`src/rtl/dotp_mult_ctrl_if.sv`:
```
`default_nettype none
// ============================================================================
//  Module   : dotp_mult_ctrl_if
//  Purpose  : Bundles the operand handshake, the multiplier launch/return
//             signals and the result outputs of dotp_mult_ctrl.
//  Modports : slave  - controller view (operands in, results out)
//             master - surrounding logic view (operands out, results in)
//  Signals  : Clear, In_valid, In_ready, A[7:0], B[7:0],
//             Mult_start, Mult_mplier[7:0], Mult_mcand[7:0],
//             Mult_finish, Mult_product[17:0],
//             Acc_out[ACC_W-1:0], Done, Overflow
//  Revision : 1.0 - initial release
// ============================================================================
interface dotp_mult_ctrl_if #(
    parameter int ACC_W = 20
);
    logic             Clear;
    logic             In_valid;
    logic             In_ready;
    logic [7:0]       A;
    logic [7:0]       B;
    logic             Mult_start;
    logic [7:0]       Mult_mplier;
    logic [7:0]       Mult_mcand;
    logic             Mult_finish;
    logic [17:0]      Mult_product;
    logic [ACC_W-1:0] Acc_out;
    logic             Done;
    logic             Overflow;

    modport slave (
        input  Clear, In_valid, A, B, Mult_finish, Mult_product,
        output In_ready, Mult_start, Mult_mplier, Mult_mcand,
               Acc_out, Done, Overflow
    );

    modport master (
        output Clear, In_valid, A, B, Mult_finish, Mult_product,
        input  In_ready, Mult_start, Mult_mplier, Mult_mcand,
               Acc_out, Done, Overflow
    );
endinterface
`default_nettype wire

```
`src/rtl/dotp_mult_ctrl.sv`:
```
`default_nettype none
// ============================================================================
//  Module   : dotp_mult_ctrl
//  Purpose  : Dot-product sequencer around an 8x8 signed sequential
//             multiplier. Accepts operand pairs, launches one multiply per
//             pair, accumulates Product[16:1] into a signed accumulator and
//             pulses Done after N_TERMS products.
//  Ports    : clk    - clock, rising edge
//             Resetn - synchronous active-low reset
//             bus    - dotp_mult_ctrl_if.slave (handshake, multiplier link,
//                      accumulator, Done, Overflow, Clear)
//  Params   : N_TERMS - operand pairs per dot product (>= 1)
//             ACC_W   - signed accumulator width (>= 16)
//  Options  : DOTP_SATURATE_EN - when defined the accumulator saturates on
//             signed overflow; otherwise it wraps (Overflow set either way)
//  Revision : 1.0 - initial release
// ============================================================================
module dotp_mult_ctrl #(
    parameter int N_TERMS = 4,
    parameter int ACC_W   = 20
) (
    input  wire logic         clk,
    input  wire logic         Resetn,
    dotp_mult_ctrl_if.slave   bus
);

    localparam int CNT_W = (N_TERMS > 1) ? $clog2(N_TERMS + 1) : 1;
    localparam logic [CNT_W-1:0] LAST_CNT = CNT_W'(N_TERMS);

    typedef enum logic [2:0] {
        S_IDLE  = 3'd0,
        S_ISSUE = 3'd1,
        S_ACK   = 3'd2,
        S_WAIT  = 3'd3,
        S_ACCUM = 3'd4,
        S_DRAIN = 3'd5
    } state_t;

    state_t           state_q,     state_d;
    logic [CNT_W-1:0] cnt_q,       cnt_d;
    logic [ACC_W-1:0] acc_q,       acc_d;
    logic [ACC_W-1:0] term_q,      term_d;
    logic             ovf_q,       ovf_d;
    logic             done_q,      done_d;
    logic [7:0]       mplier_q,    mplier_d;
    logic [7:0]       mcand_q,     mcand_d;
    // DRAIN has to see Finish low before a high Finish marks the end of the
    // abandoned multiply; this remembers that the low phase was observed.
    logic             drain_low_q, drain_low_d;

    logic             accept;
    logic [CNT_W-1:0] cnt_inc;
    logic [ACC_W:0]   acc_sum;
    logic             sum_ovf;
    logic [ACC_W-1:0] acc_next;

    // Product bit 17 is a redundant sign and bit 0 is the multiplier's
    // shift guard bit; only [16:1] carries the result.
    logic             unused_product_bits;
    assign unused_product_bits = bus.Mult_product[17] ^ bus.Mult_product[0];

    // One extra bit holds the true sum; overflow is a disagreement between
    // the top two bits.
    assign acc_sum = {acc_q[ACC_W-1], acc_q} + {term_q[ACC_W-1], term_q};
    assign sum_ovf = acc_sum[ACC_W] ^ acc_sum[ACC_W-1];

`ifdef DOTP_SATURATE_EN
    localparam logic [ACC_W-1:0] ACC_MAX = {1'b0, {(ACC_W-1){1'b1}}};
    localparam logic [ACC_W-1:0] ACC_MIN = {1'b1, {(ACC_W-1){1'b0}}};

    // The extra top bit gives the sign of the true result.
    assign acc_next = !sum_ovf       ? acc_sum[ACC_W-1:0] :
                      acc_sum[ACC_W] ? ACC_MIN : ACC_MAX;
`else
    assign acc_next = acc_sum[ACC_W-1:0];
`endif

    assign cnt_inc = cnt_q + CNT_W'(1);
    assign accept  = (state_q == S_IDLE) && bus.In_valid && !bus.Clear;

    always_comb begin
        state_d     = state_q;
        cnt_d       = cnt_q;
        acc_d       = acc_q;
        term_d      = term_q;
        ovf_d       = ovf_q;
        done_d      = 1'b0;
        mplier_d    = mplier_q;
        mcand_d     = mcand_q;
        drain_low_d = drain_low_q;

        case (state_q)
            S_IDLE: begin
                if (accept) begin
                    mplier_d = bus.A;
                    mcand_d  = bus.B;
                    state_d  = S_ISSUE;
                    // First pair of a new dot product starts from zero.
                    if (cnt_q == '0) begin
                        acc_d = '0;
                        ovf_d = 1'b0;
                    end
                end
            end
            S_ISSUE: state_d = S_ACK;
            S_ACK: begin
                // A Finish still high here belongs to the previous multiply.
                if (!bus.Mult_finish) begin
                    state_d = S_WAIT;
                end
            end
            S_WAIT: begin
                if (bus.Mult_finish) begin
                    term_d  = ACC_W'($signed(bus.Mult_product[16:1]));
                    state_d = S_ACCUM;
                end
            end
            S_ACCUM: begin
                acc_d   = acc_next;
                ovf_d   = ovf_q | sum_ovf;
                state_d = S_IDLE;
                if (cnt_inc == LAST_CNT) begin
                    cnt_d  = '0;
                    done_d = 1'b1;
                end else begin
                    cnt_d  = cnt_inc;
                end
            end
            S_DRAIN: begin
                if (!drain_low_q) begin
                    if (!bus.Mult_finish) begin
                        drain_low_d = 1'b1;
                    end
                end else if (bus.Mult_finish) begin
                    state_d = S_IDLE;
                end
            end
            default: state_d = S_IDLE;
        endcase

        // Clear overrides the normal sequencing. A multiply already launched
        // must still run to completion, so those states go through DRAIN.
        if (bus.Clear) begin
            acc_d  = '0;
            ovf_d  = 1'b0;
            cnt_d  = '0;
            done_d = 1'b0;
            case (state_q)
                S_ISSUE, S_ACK: begin
                    state_d     = S_DRAIN;
                    drain_low_d = 1'b0;
                end
                S_WAIT: begin
                    // Finish has already been seen low on the way into WAIT.
                    state_d     = S_DRAIN;
                    drain_low_d = 1'b1;
                end
                S_DRAIN: ;
                default: state_d = S_IDLE;
            endcase
        end
    end

    always_ff @(posedge clk) begin
        if (!Resetn) begin
            state_q     <= S_IDLE;
            cnt_q       <= '0;
            acc_q       <= '0;
            term_q      <= '0;
            ovf_q       <= 1'b0;
            done_q      <= 1'b0;
            mplier_q    <= '0;
            mcand_q     <= '0;
            drain_low_q <= 1'b0;
        end else begin
            state_q     <= state_d;
            cnt_q       <= cnt_d;
            acc_q       <= acc_d;
            term_q      <= term_d;
            ovf_q       <= ovf_d;
            done_q      <= done_d;
            mplier_q    <= mplier_d;
            mcand_q     <= mcand_d;
            drain_low_q <= drain_low_d;
        end
    end

    // In_ready is withheld while reset or Clear is active so that it never
    // advertises an accept that would be refused.
    assign bus.In_ready    = (state_q == S_IDLE) && Resetn && !bus.Clear;
    assign bus.Mult_start  = (state_q == S_ISSUE);
    assign bus.Mult_mplier = mplier_q;
    assign bus.Mult_mcand  = mcand_q;
    assign bus.Acc_out     = acc_q;
    assign bus.Done        = done_q;
    assign bus.Overflow    = ovf_q;

endmodule
`default_nettype wire

```
`src/flat_wrapper.sv`:
```
// flat-port wrapper written by rule: the top's interface ports become plain ports
module dotp_mult_ctrl_flat 
#(
    parameter int N_TERMS = 4,
    parameter int ACC_W   = 20
)
  (clk, Resetn, bus_Clear, bus_In_valid, bus_A, bus_B, bus_Mult_finish, bus_Mult_product, bus_In_ready, bus_Mult_start, bus_Mult_mplier, bus_Mult_mcand, bus_Acc_out, bus_Done, bus_Overflow);
  dotp_mult_ctrl_if #(.ACC_W(ACC_W)) bus_i ();
  input  wire logic clk;
  input  wire logic Resetn;
  input wire logic [$bits(bus_i.Clear)-1:0] bus_Clear;
  input wire logic [$bits(bus_i.In_valid)-1:0] bus_In_valid;
  input wire logic [$bits(bus_i.A)-1:0] bus_A;
  input wire logic [$bits(bus_i.B)-1:0] bus_B;
  input wire logic [$bits(bus_i.Mult_finish)-1:0] bus_Mult_finish;
  input wire logic [$bits(bus_i.Mult_product)-1:0] bus_Mult_product;
  output wire logic [$bits(bus_i.In_ready)-1:0] bus_In_ready;
  output wire logic [$bits(bus_i.Mult_start)-1:0] bus_Mult_start;
  output wire logic [$bits(bus_i.Mult_mplier)-1:0] bus_Mult_mplier;
  output wire logic [$bits(bus_i.Mult_mcand)-1:0] bus_Mult_mcand;
  output wire logic [$bits(bus_i.Acc_out)-1:0] bus_Acc_out;
  output wire logic [$bits(bus_i.Done)-1:0] bus_Done;
  output wire logic [$bits(bus_i.Overflow)-1:0] bus_Overflow;
  assign bus_i.Clear = bus_Clear;
  assign bus_i.In_valid = bus_In_valid;
  assign bus_i.A = bus_A;
  assign bus_i.B = bus_B;
  assign bus_i.Mult_finish = bus_Mult_finish;
  assign bus_i.Mult_product = bus_Mult_product;
  assign bus_In_ready = bus_i.In_ready;
  assign bus_Mult_start = bus_i.Mult_start;
  assign bus_Mult_mplier = bus_i.Mult_mplier;
  assign bus_Mult_mcand = bus_i.Mult_mcand;
  assign bus_Acc_out = bus_i.Acc_out;
  assign bus_Done = bus_i.Done;
  assign bus_Overflow = bus_i.Overflow;
  dotp_mult_ctrl #(.N_TERMS(N_TERMS), .ACC_W(ACC_W)) u_core (.clk(clk), .Resetn(Resetn), .bus(bus_i));
endmodule
```
`config.mk`:
```
export PLATFORM = sky130hd
export DESIGN_NAME = dotp_mult_ctrl_flat
export DESIGN_NICKNAME = d
export VERILOG_FILES = /design/src/rtl/dotp_mult_ctrl_if.sv /design/src/rtl/dotp_mult_ctrl.sv /design/src/flat_wrapper.sv
export SDC_FILE = /design/constraint.sdc
export NUM_CORES = 1
export LEC_CHECK = 0
export CORE_ASPECT_RATIO = 1.2
export CORE_MARGIN = 5
export CORE_UTILIZATION = 30
export CTS_CLUSTER_DIAMETER = 100
export CTS_CLUSTER_SIZE = 12
export DETAILED_ROUTE_END_ITERATION = 7
export SKIP_CTS_REPAIR_TIMING = 1
export SLEW_MARGIN = 25
export SYNTH_ARGS = -nofsm -noshare
export SYNTH_HDL_FRONTEND = slang
export SYNTH_SLANG_ARGS = --single-unit
```
`constraint.sdc`:
```
create_clock -name clk -period 2.3 [get_ports clk]
set_input_delay 0.46 -clock clk [delete_from_list [all_inputs] [get_ports clk]]
set_output_delay 0.46 -clock clk [all_outputs]
set_load 0.02 [all_outputs]
```
==> results of run 1 <==
-- power by group --
group	internal, W	switching [W]
Combinational	0.000122	0.000108
Clock	0.000864	0.000469
Sequential	0.00108	0.0000144
Total	0.00206	0.000592
-- cell families after synthesis --
kind of cell               share of synthesized area [%]
AOI/OAI and AO/OA                                   26.5
xor gates and xnor gates                            5.49
adders and majority gates                           9.19
buffers and inverters                               3.62
DFF                                                 36.5
muxes                                              0.299
and+or+nand+nor                                     18.4
-- cells in the final DEF (no fill, tap or decap), types with 6 or more instances in the layout --
cell type	netlist	routed
a21o_1	9	9
o21ai_0	10	10
inv_1	13	12
xor2_1	9	9
clkdlybuf4s50_1	0	75
a22o_1	8	8
nor2_1	33	32
a31oi_1	7	7
xnor2_1	12	12
nand2_1	84	84
ha_1	23	22
buf_4	0	24
dfxtp_1	61	57
nand2b_1	6	6
a22oi_1	12	12
a21oi_1	16	15
clkbuf_16	0	9
a21boi_0	32	32
-- state kept, by name (all words and copies together), names as in the netlist --
register                cells
u_core.term_q              16
u_core.bus.Overflow         1
u_core.drain_low_q          1
u_core.bus.Done             1
u_core.state_q              3
u_core.bus.Acc_out         20
u_core.cnt_q                3
u_core.bus.Mult_mplier      8
u_core.bus.Mult_mcand       8
-- per-layer routing --
| layer | vias up | GRT usage, % | routed length (um) |
|---|---|---|---|
| met5 | - | 0 | 0 |
| met4 | 0 | 5.72 | 167 |
| met3 | 11 | 4.30 | 487 |
| met2 | 65 | 22.9 | 4240 |
| met1 | 1426 | 14.1 | 3620 |
| li1 | 1576 | - | - |
-- worst max-delay path, cell delays in order, from the launching register on --
cell	delay (ns)
dfxtp_2	0.35
ha_4	0.14
inv_2	0.03
fa_2	0.37
nor2b_4	0.14
o2111ai_2	0.13
a21oi_2	0.25
a21oi_2	0.11
o41ai_2	0.38
xnor2_1	0.14
o31ai_2	0.21
-- per-stage QoR --
stage                     cell area [um2]  power (W)  setup TNS [ns]  cells
final                                4710    0.00265         -0.0394    627
after global routing                 4710    0.00275          -0.307    627
after CTS                            4680    0.00270          -0.216    627
after detailed placement             4380    0.00134           -2.35    611
after global placement               4380    0.00134           -2.81    611
after floorplan                      3350    0.00121               0    397
-- final cells by class --
type | instances | area [um2]
inverter | 13 | 48.8
fill | 1101 | 6270
tap | 132 | 165
timing repair buffer | 100 | 943
multi-input combinational | 305 | 2030
clock inverter | 4 | 47.5
sequential | 61 | 1230
clock buffer | 12 | 246
-- worst max-delay path by stage --
stage / start / end / slack [ns] / cells after the start
2_1_floorplan: u_core.bus.Acc_out[0]$_SDFFE_PP0P_ / u_core.bus.Overflow$_SDFFE_PP0P_ / 0.004 / 10
3_3_place_gp: bus_Clear / u_core.bus.Acc_out[4]$_SDFFE_PP0P_ / -0.23 / 9
3_5_place_dp: bus_Clear / u_core.bus.Acc_out[12]$_SDFFE_PP0P_ / -0.20 / 9
4_1_cts: Resetn / bus_In_ready / -0.12 / 4
5_1_grt: u_core.bus.Acc_out[0]$_SDFFE_PP0P_ / u_core.bus.Acc_out[18]$_SDFFE_PP0P_ / -0.14 / 10
6_report: u_core.bus.Acc_out[0]$_SDFFE_PP0P_ / u_core.bus.Acc_out[18]$_SDFFE_PP0P_ / -0.03 / 10
==> results.md, run 1 <==
* Port buffer count at 76
* Worst-margin pin slew at between 0.6 and 0.7 ns
* Hold-critical path depth at 2
* Reg-to-reg critical path endpoint: u_core.bus.Acc_out[18]$_SDFFE_PP0P_
* Post-synth top area share at 36.5%
* Ranking of synthesized cells by area: dfxtp_1 36%, nand2_1 9.4%, ha_1 8.6%
* DRT Pass-1 Iters at 4
* Utilization after layout at 42.9%
* Syn. warnings at 0
* Reg2reg start: u_core.bus.Acc_out[0]$_SDFFE_PP0P_
* I/O Pins at between 70 and 80
* Initial Util at a little under a third
* Vias per cell at between 4 and 5
* Clk pin slew, worst setup/hold paths at 0.05 ns
* Crit path time final at 2.33 ns
* Primary FF master, synth: dfxtp_1
* Kind of critical path: flip-flop to flip-flop
* Max Clk Rate at between 400 and 500 MHz
* Hold Crit Class: flip-flop to flip-flop
* CTS tree: done
* Final wirelength at ~8.5 mm
* Diode count at 0
* Row count at 42
* Mean Syn Cell Area at between 8 and 9 um2
* Gr usage total at 13.0%
* Top cells by count, synth: 84 x nand2_1, 61 x dfxtp_1, 33 x nor2_1, 32 x a21boi_0, 23 x ha_1
* Yosys reg bits at just over 60
* Clk_skew at between 0.005 and 0.006 ns
* Die width at 106 um
* Setup crit end kind: flip-flop
* Maximum VDD drop at about 0.30 mV
* Antenna viol nets, final at 0
* Wire per inst at 13.6 um
* GPL Wtd Cong at ~0.83
* Asr flop ratio synth at 0%
* Hold EP: u_core.bus.Mult_mcand[7]$_SDFFE_PN0P_
* CP startpoint kind: flip-flop
* Initial antenna violation count at 0
* Setup ws final at -0.0261 ns
* Core ar. at 11000 um2
* Vias post-DR at approximately 3100
* Cell with the most instances after synthesis: nand2_1
* Synth unique cells at 47
* Worst hold start: u_core.bus.Mult_mcand[7]$_SDFFE_PN0P_
* Worst Reg-to-Reg Cells at 10
* Slew HR at about three fifths
* Die Y at roughly 130 um
* Dpl ws at -0.195 ns
* Pin count of the biggest net entering global routing at 36
* Net count of the finished layout at 553
* Area grow syn2layout at 40.7%
* Pins Over Slew Limit at 0
* FF-to-FF setup slack at -0.03 ns
* Die ar. at ~13000 um2
* H-tree depth at 3
* Via count of the first global-routing pass at 3114
* Worst path arrival time at about 2.6 ns
* Drt drc at 0
* Max-Cap Viols at 0
* CTS Sinks at between 60 and 70
* Leak at about 1.9 nW
* Status: complete, but fails checks
* Hold slack final at 0.461 ns
* Worst-Skew Late Latency at between 0.3 and 0.4 ns
* Final hold violation count at 0
* Worst-case clock buffer depth at 2
* Post-synthesis cell count at 397
* Mapped cell area at about 3300 um2
* Final setup fails at 2
* Register area share after synthesis at a little over a third
* Cts bufs inserted at 9
* Critical path required time at ~2.6 ns
* Mapped Nets at 460
* PwrDens at between 500 and 600 nW/um2
* Root buffer cell: clkbuf_16
* Violated checks: negative setup slack
* Final Cycle Share at 101%
* First-pass GRT wire length at roughly 14 mm
* Area leader, netlist: dfxtp_1
* Iter 0 DRT Violations at 81
* Fraction of layout cells with a size suffix above 1 at 13.5%
* Post-synth EDFFs at 0
* RSZ-0062 raised after global routing: yes
* Grt total ovfl at 0
* Largest fanout on the critical path at 3
* HPWL after DPL at 6.52 mm
Power figures use the tool's default switching activity.
==> run 2: changes to the inputs <==
==> constraint.sdc (replaced) <==
create_clock -name clk -period 2.3 [get_ports clk]
set_input_delay 0.345 -clock clk [delete_from_list [all_inputs] [get_ports clk]]
set_output_delay 0.345 -clock clk [all_outputs]
set_load 0.02 [all_outputs]
==> run 2 against run 1 <==
The flow still finishes with violations (negative setup slack); non-clock buffer count is the same; clock power rose by 9.8%; sequential cell count unchanged; final area is 1.2% higher; combinational power hardly changed; global-route usage increased by 0.053 points; sequential share of layout area down 0.33 points; total power up 4.8%; highest routed layer unchanged.
==> results.md, run 2 (same netlist as run 1, synthesis figures left out) <==
* Final wirelength at 8.66 mm (+1.7%)
* Cts bufs inserted at 9 (unchanged)
* Worst-Skew Late Latency at 0.32 ns (about the same)
* CTS tree: done
* CTS Sinks at 61 (unchanged)
* Final Cycle Share at 100% (-0.97 points)
* H-tree depth at 3 (unchanged)
* Drt drc at 0 (unchanged)
* Leak at 1.92 nW (+0.58%)
* Iter 0 DRT Violations at 99 (+22%)
* Dpl ws at -0.0501 ns (+0.145 ns)
* Grt total ovfl at 0 (unchanged)
* Initial Util at 30.5% (unchanged)
* First-pass GRT wire length at 14.4 mm (+2.5%)
* Vias post-DR at 3085 (+0.23%)
* Wire per inst at 13.8 um (+1.7%)
* Final setup fails at 1 (-1)
* Via count of the first global-routing pass at 3104 (-0.32%)
* Max-Cap Viols at 0 (unchanged)
* Die width at 106 um (unchanged)
* Initial antenna violation count at 0 (unchanged)
* Gr usage total at 13.0% (+0.053 points)
* GPL Wtd Cong at 0.844 (+2.2%)
* RSZ-0062 raised after global routing: yes
* Status: complete, but fails checks
* Most common cell after layout, fill and taps aside: nand2_1
* Most frequent cells in the layout: 84 x nand2_1, 76 x clkdlybuf4s50_1, 58 x dfxtp_1
* Crit path time final at 2.30 ns (-0.0224 ns)
* Setup ws final at -0.00369 ns (+0.0224 ns)
* Largest register FFs at 20 (unchanged)
* Violated checks: negative setup slack
* Die Y at 126 um (unchanged)
* Worst path arrival time at 2.51 ns (-0.06 ns)
* Die ar. at 13400 um2 (unchanged)
* Final hold violation count at 0 (unchanged)
* Fraction of layout cells with a size suffix above 1 at 13.9% (+0.40 points)
* Kind of critical path: flip-flop to flip-flop
* Antenna viol nets, final at 0 (unchanged)
* Diode count at 0 (unchanged)
* Pin count of the biggest net entering global routing at 36 (unchanged)
* Hold Crit Class: flip-flop to flip-flop
* Largest stage delay on the critical path at 0.36 ns (-0.02 ns)
* Sequential cell area at 1220 um2 (-0.10%)
* Core ar. at 11000 um2 (unchanged)
* Vias per cell at 4.92 (+0.23%)
* Max Clk Rate at 434 MHz (+0.97%)
* Row count at 42 (unchanged)
* Port buffer count at 76 (unchanged)
* CP startpoint kind: flip-flop
* DRT Pass-1 Iters at 6 (+2)
* Clk_skew at 0.00639 ns (+0.000492 ns)
* PwrDens at 584 nW/um2 (+3.6%)
* HPWL after DPL at 6.54 mm (+0.31%)
* Maximum VDD drop at 0.350 mV (+18%)
* Clk pin slew, worst setup/hold paths at 0.05 ns (about the same)
* CP Cell Sequence: ha_4 -> inv_2 -> fa_2 -> nor2b_4 -> o2111ai_2 -> a21oi_2 -> buf_4 -> a221oi_4 -> o41ai_2 -> xor2_1 -> a22o_1
* Slew HR at 38.6% (-21 points)
* Largest fanout on the critical path at 3 (unchanged)
* Fillcell total at 1094 (-0.64%)
* Worst-case clock buffer depth at 2 (unchanged)
* Worst-margin pin slew at 0.918 ns (+0.317 ns)
* I/O Pins at 79 (unchanged)
* Pins Over Slew Limit at 0 (unchanged)
* Area of the multi-input gates at 2050 um2 (+1.1%)
* Critical path required time at 2.51 ns (-0.04 ns)
* Slowest CP cell: fa_2
* Hold slack final at 0.458 ns (-0.00336 ns)
* Setup crit end kind: flip-flop
* Area grow syn2layout at 42.3%
* Net count of the finished layout at 553 (unchanged)
* Root buffer cell: clkbuf_16
-- run 2: stage by stage --
stage	setup TNS (ns)	power [W]	cells	util, %	area, um2
3_3_place_gp	-0.461	0.00134	609	39.8	4370
5_1_grt	-0.287	0.00289	627	43.4	4770
4_1_cts	-0.0807	0.00282	625	42.8	4700
3_5_place_dp	-0.0604	0.00134	609	39.8	4370
6_report	-0.00369	0.00278	627	43.4	4770
2_1_floorplan	0	0.00121	397	-	3350
-- run 2: final timing paths --
path	start	end	slack, ns	cells after the start
max	u_core.bus.Acc_out[0]$_SDFFE_PP0P_	u_core.bus.Overflow$_SDFFE_PP0P_	-0.004	11
min	u_core.bus.Mult_mcand[2]$_SDFFE_PN0P_	u_core.bus.Mult_mcand[2]$_SDFFE_PN0P_	0.46	2
max reg2reg	u_core.bus.Acc_out[0]$_SDFFE_PP0P_	u_core.bus.Overflow$_SDFFE_PP0P_	-0.004	11
min reg2reg	u_core.bus.Mult_mcand[2]$_SDFFE_PN0P_	u_core.bus.Mult_mcand[2]$_SDFFE_PN0P_	0.46	2
-- run 2: final cells by class --
type,count,share of cell area [%]
multi-input combinational,305,43.1
sequential,61,25.7
timing repair buffer,100,19.7
clock buffer,14,6.17
tap,132,3.47
inverter,13,1.02
clock inverter,2,0.788
-- run 2: where the power goes --
group	total [W]	switching [W]	internal, W
registers	0.00109	0.0000160	0.00108
logic	0.000227	0.000106	0.000121
clock network	0.00146	0.000477	0.000987
total	0.00278	0.000599	0.00218
-- run 2: routing by layer --
layer  track usage, %  share of wire (%)  up-vias
met4             3.61                1.6        0
met3             4.91                6.5       12
met1             14.8                 43     1440
met2             22.9                 49       64
li1                 -                  -     1569
met5                0                  0        -
-- run 2: worst max-delay path: cells and delay by family (launching register included) --
| family | cells | cell delay, ns |
|---|---|---|
| and+or+nand+nor | 1 | 0.14 |
| adders and majority gates | 2 | 0.50 |
| xor gates and xnor gates | 1 | 0.12 |
| AOI/OAI and AO/OA | 5 | 0.89 |
| DFF | 1 | 0.35 |
| buffers and inverters | 2 | 0.18 |
==> run 3: changes to the inputs <==
--- a/config.mk
+++ b/config.mk
@@ -11,6 +11,7 @@
 export CTS_CLUSTER_DIAMETER = 100
 export CTS_CLUSTER_SIZE = 12
 export DETAILED_ROUTE_END_ITERATION = 7
+export GPL_ROUTABILITY_DRIVEN = 0
 export SKIP_CTS_REPAIR_TIMING = 1
 export SLEW_MARGIN = 25
 export SYNTH_ARGS = -nofsm -noshare
==> results of run 3 <==
Final layout, timing and power as in run 2 (identical DEF).
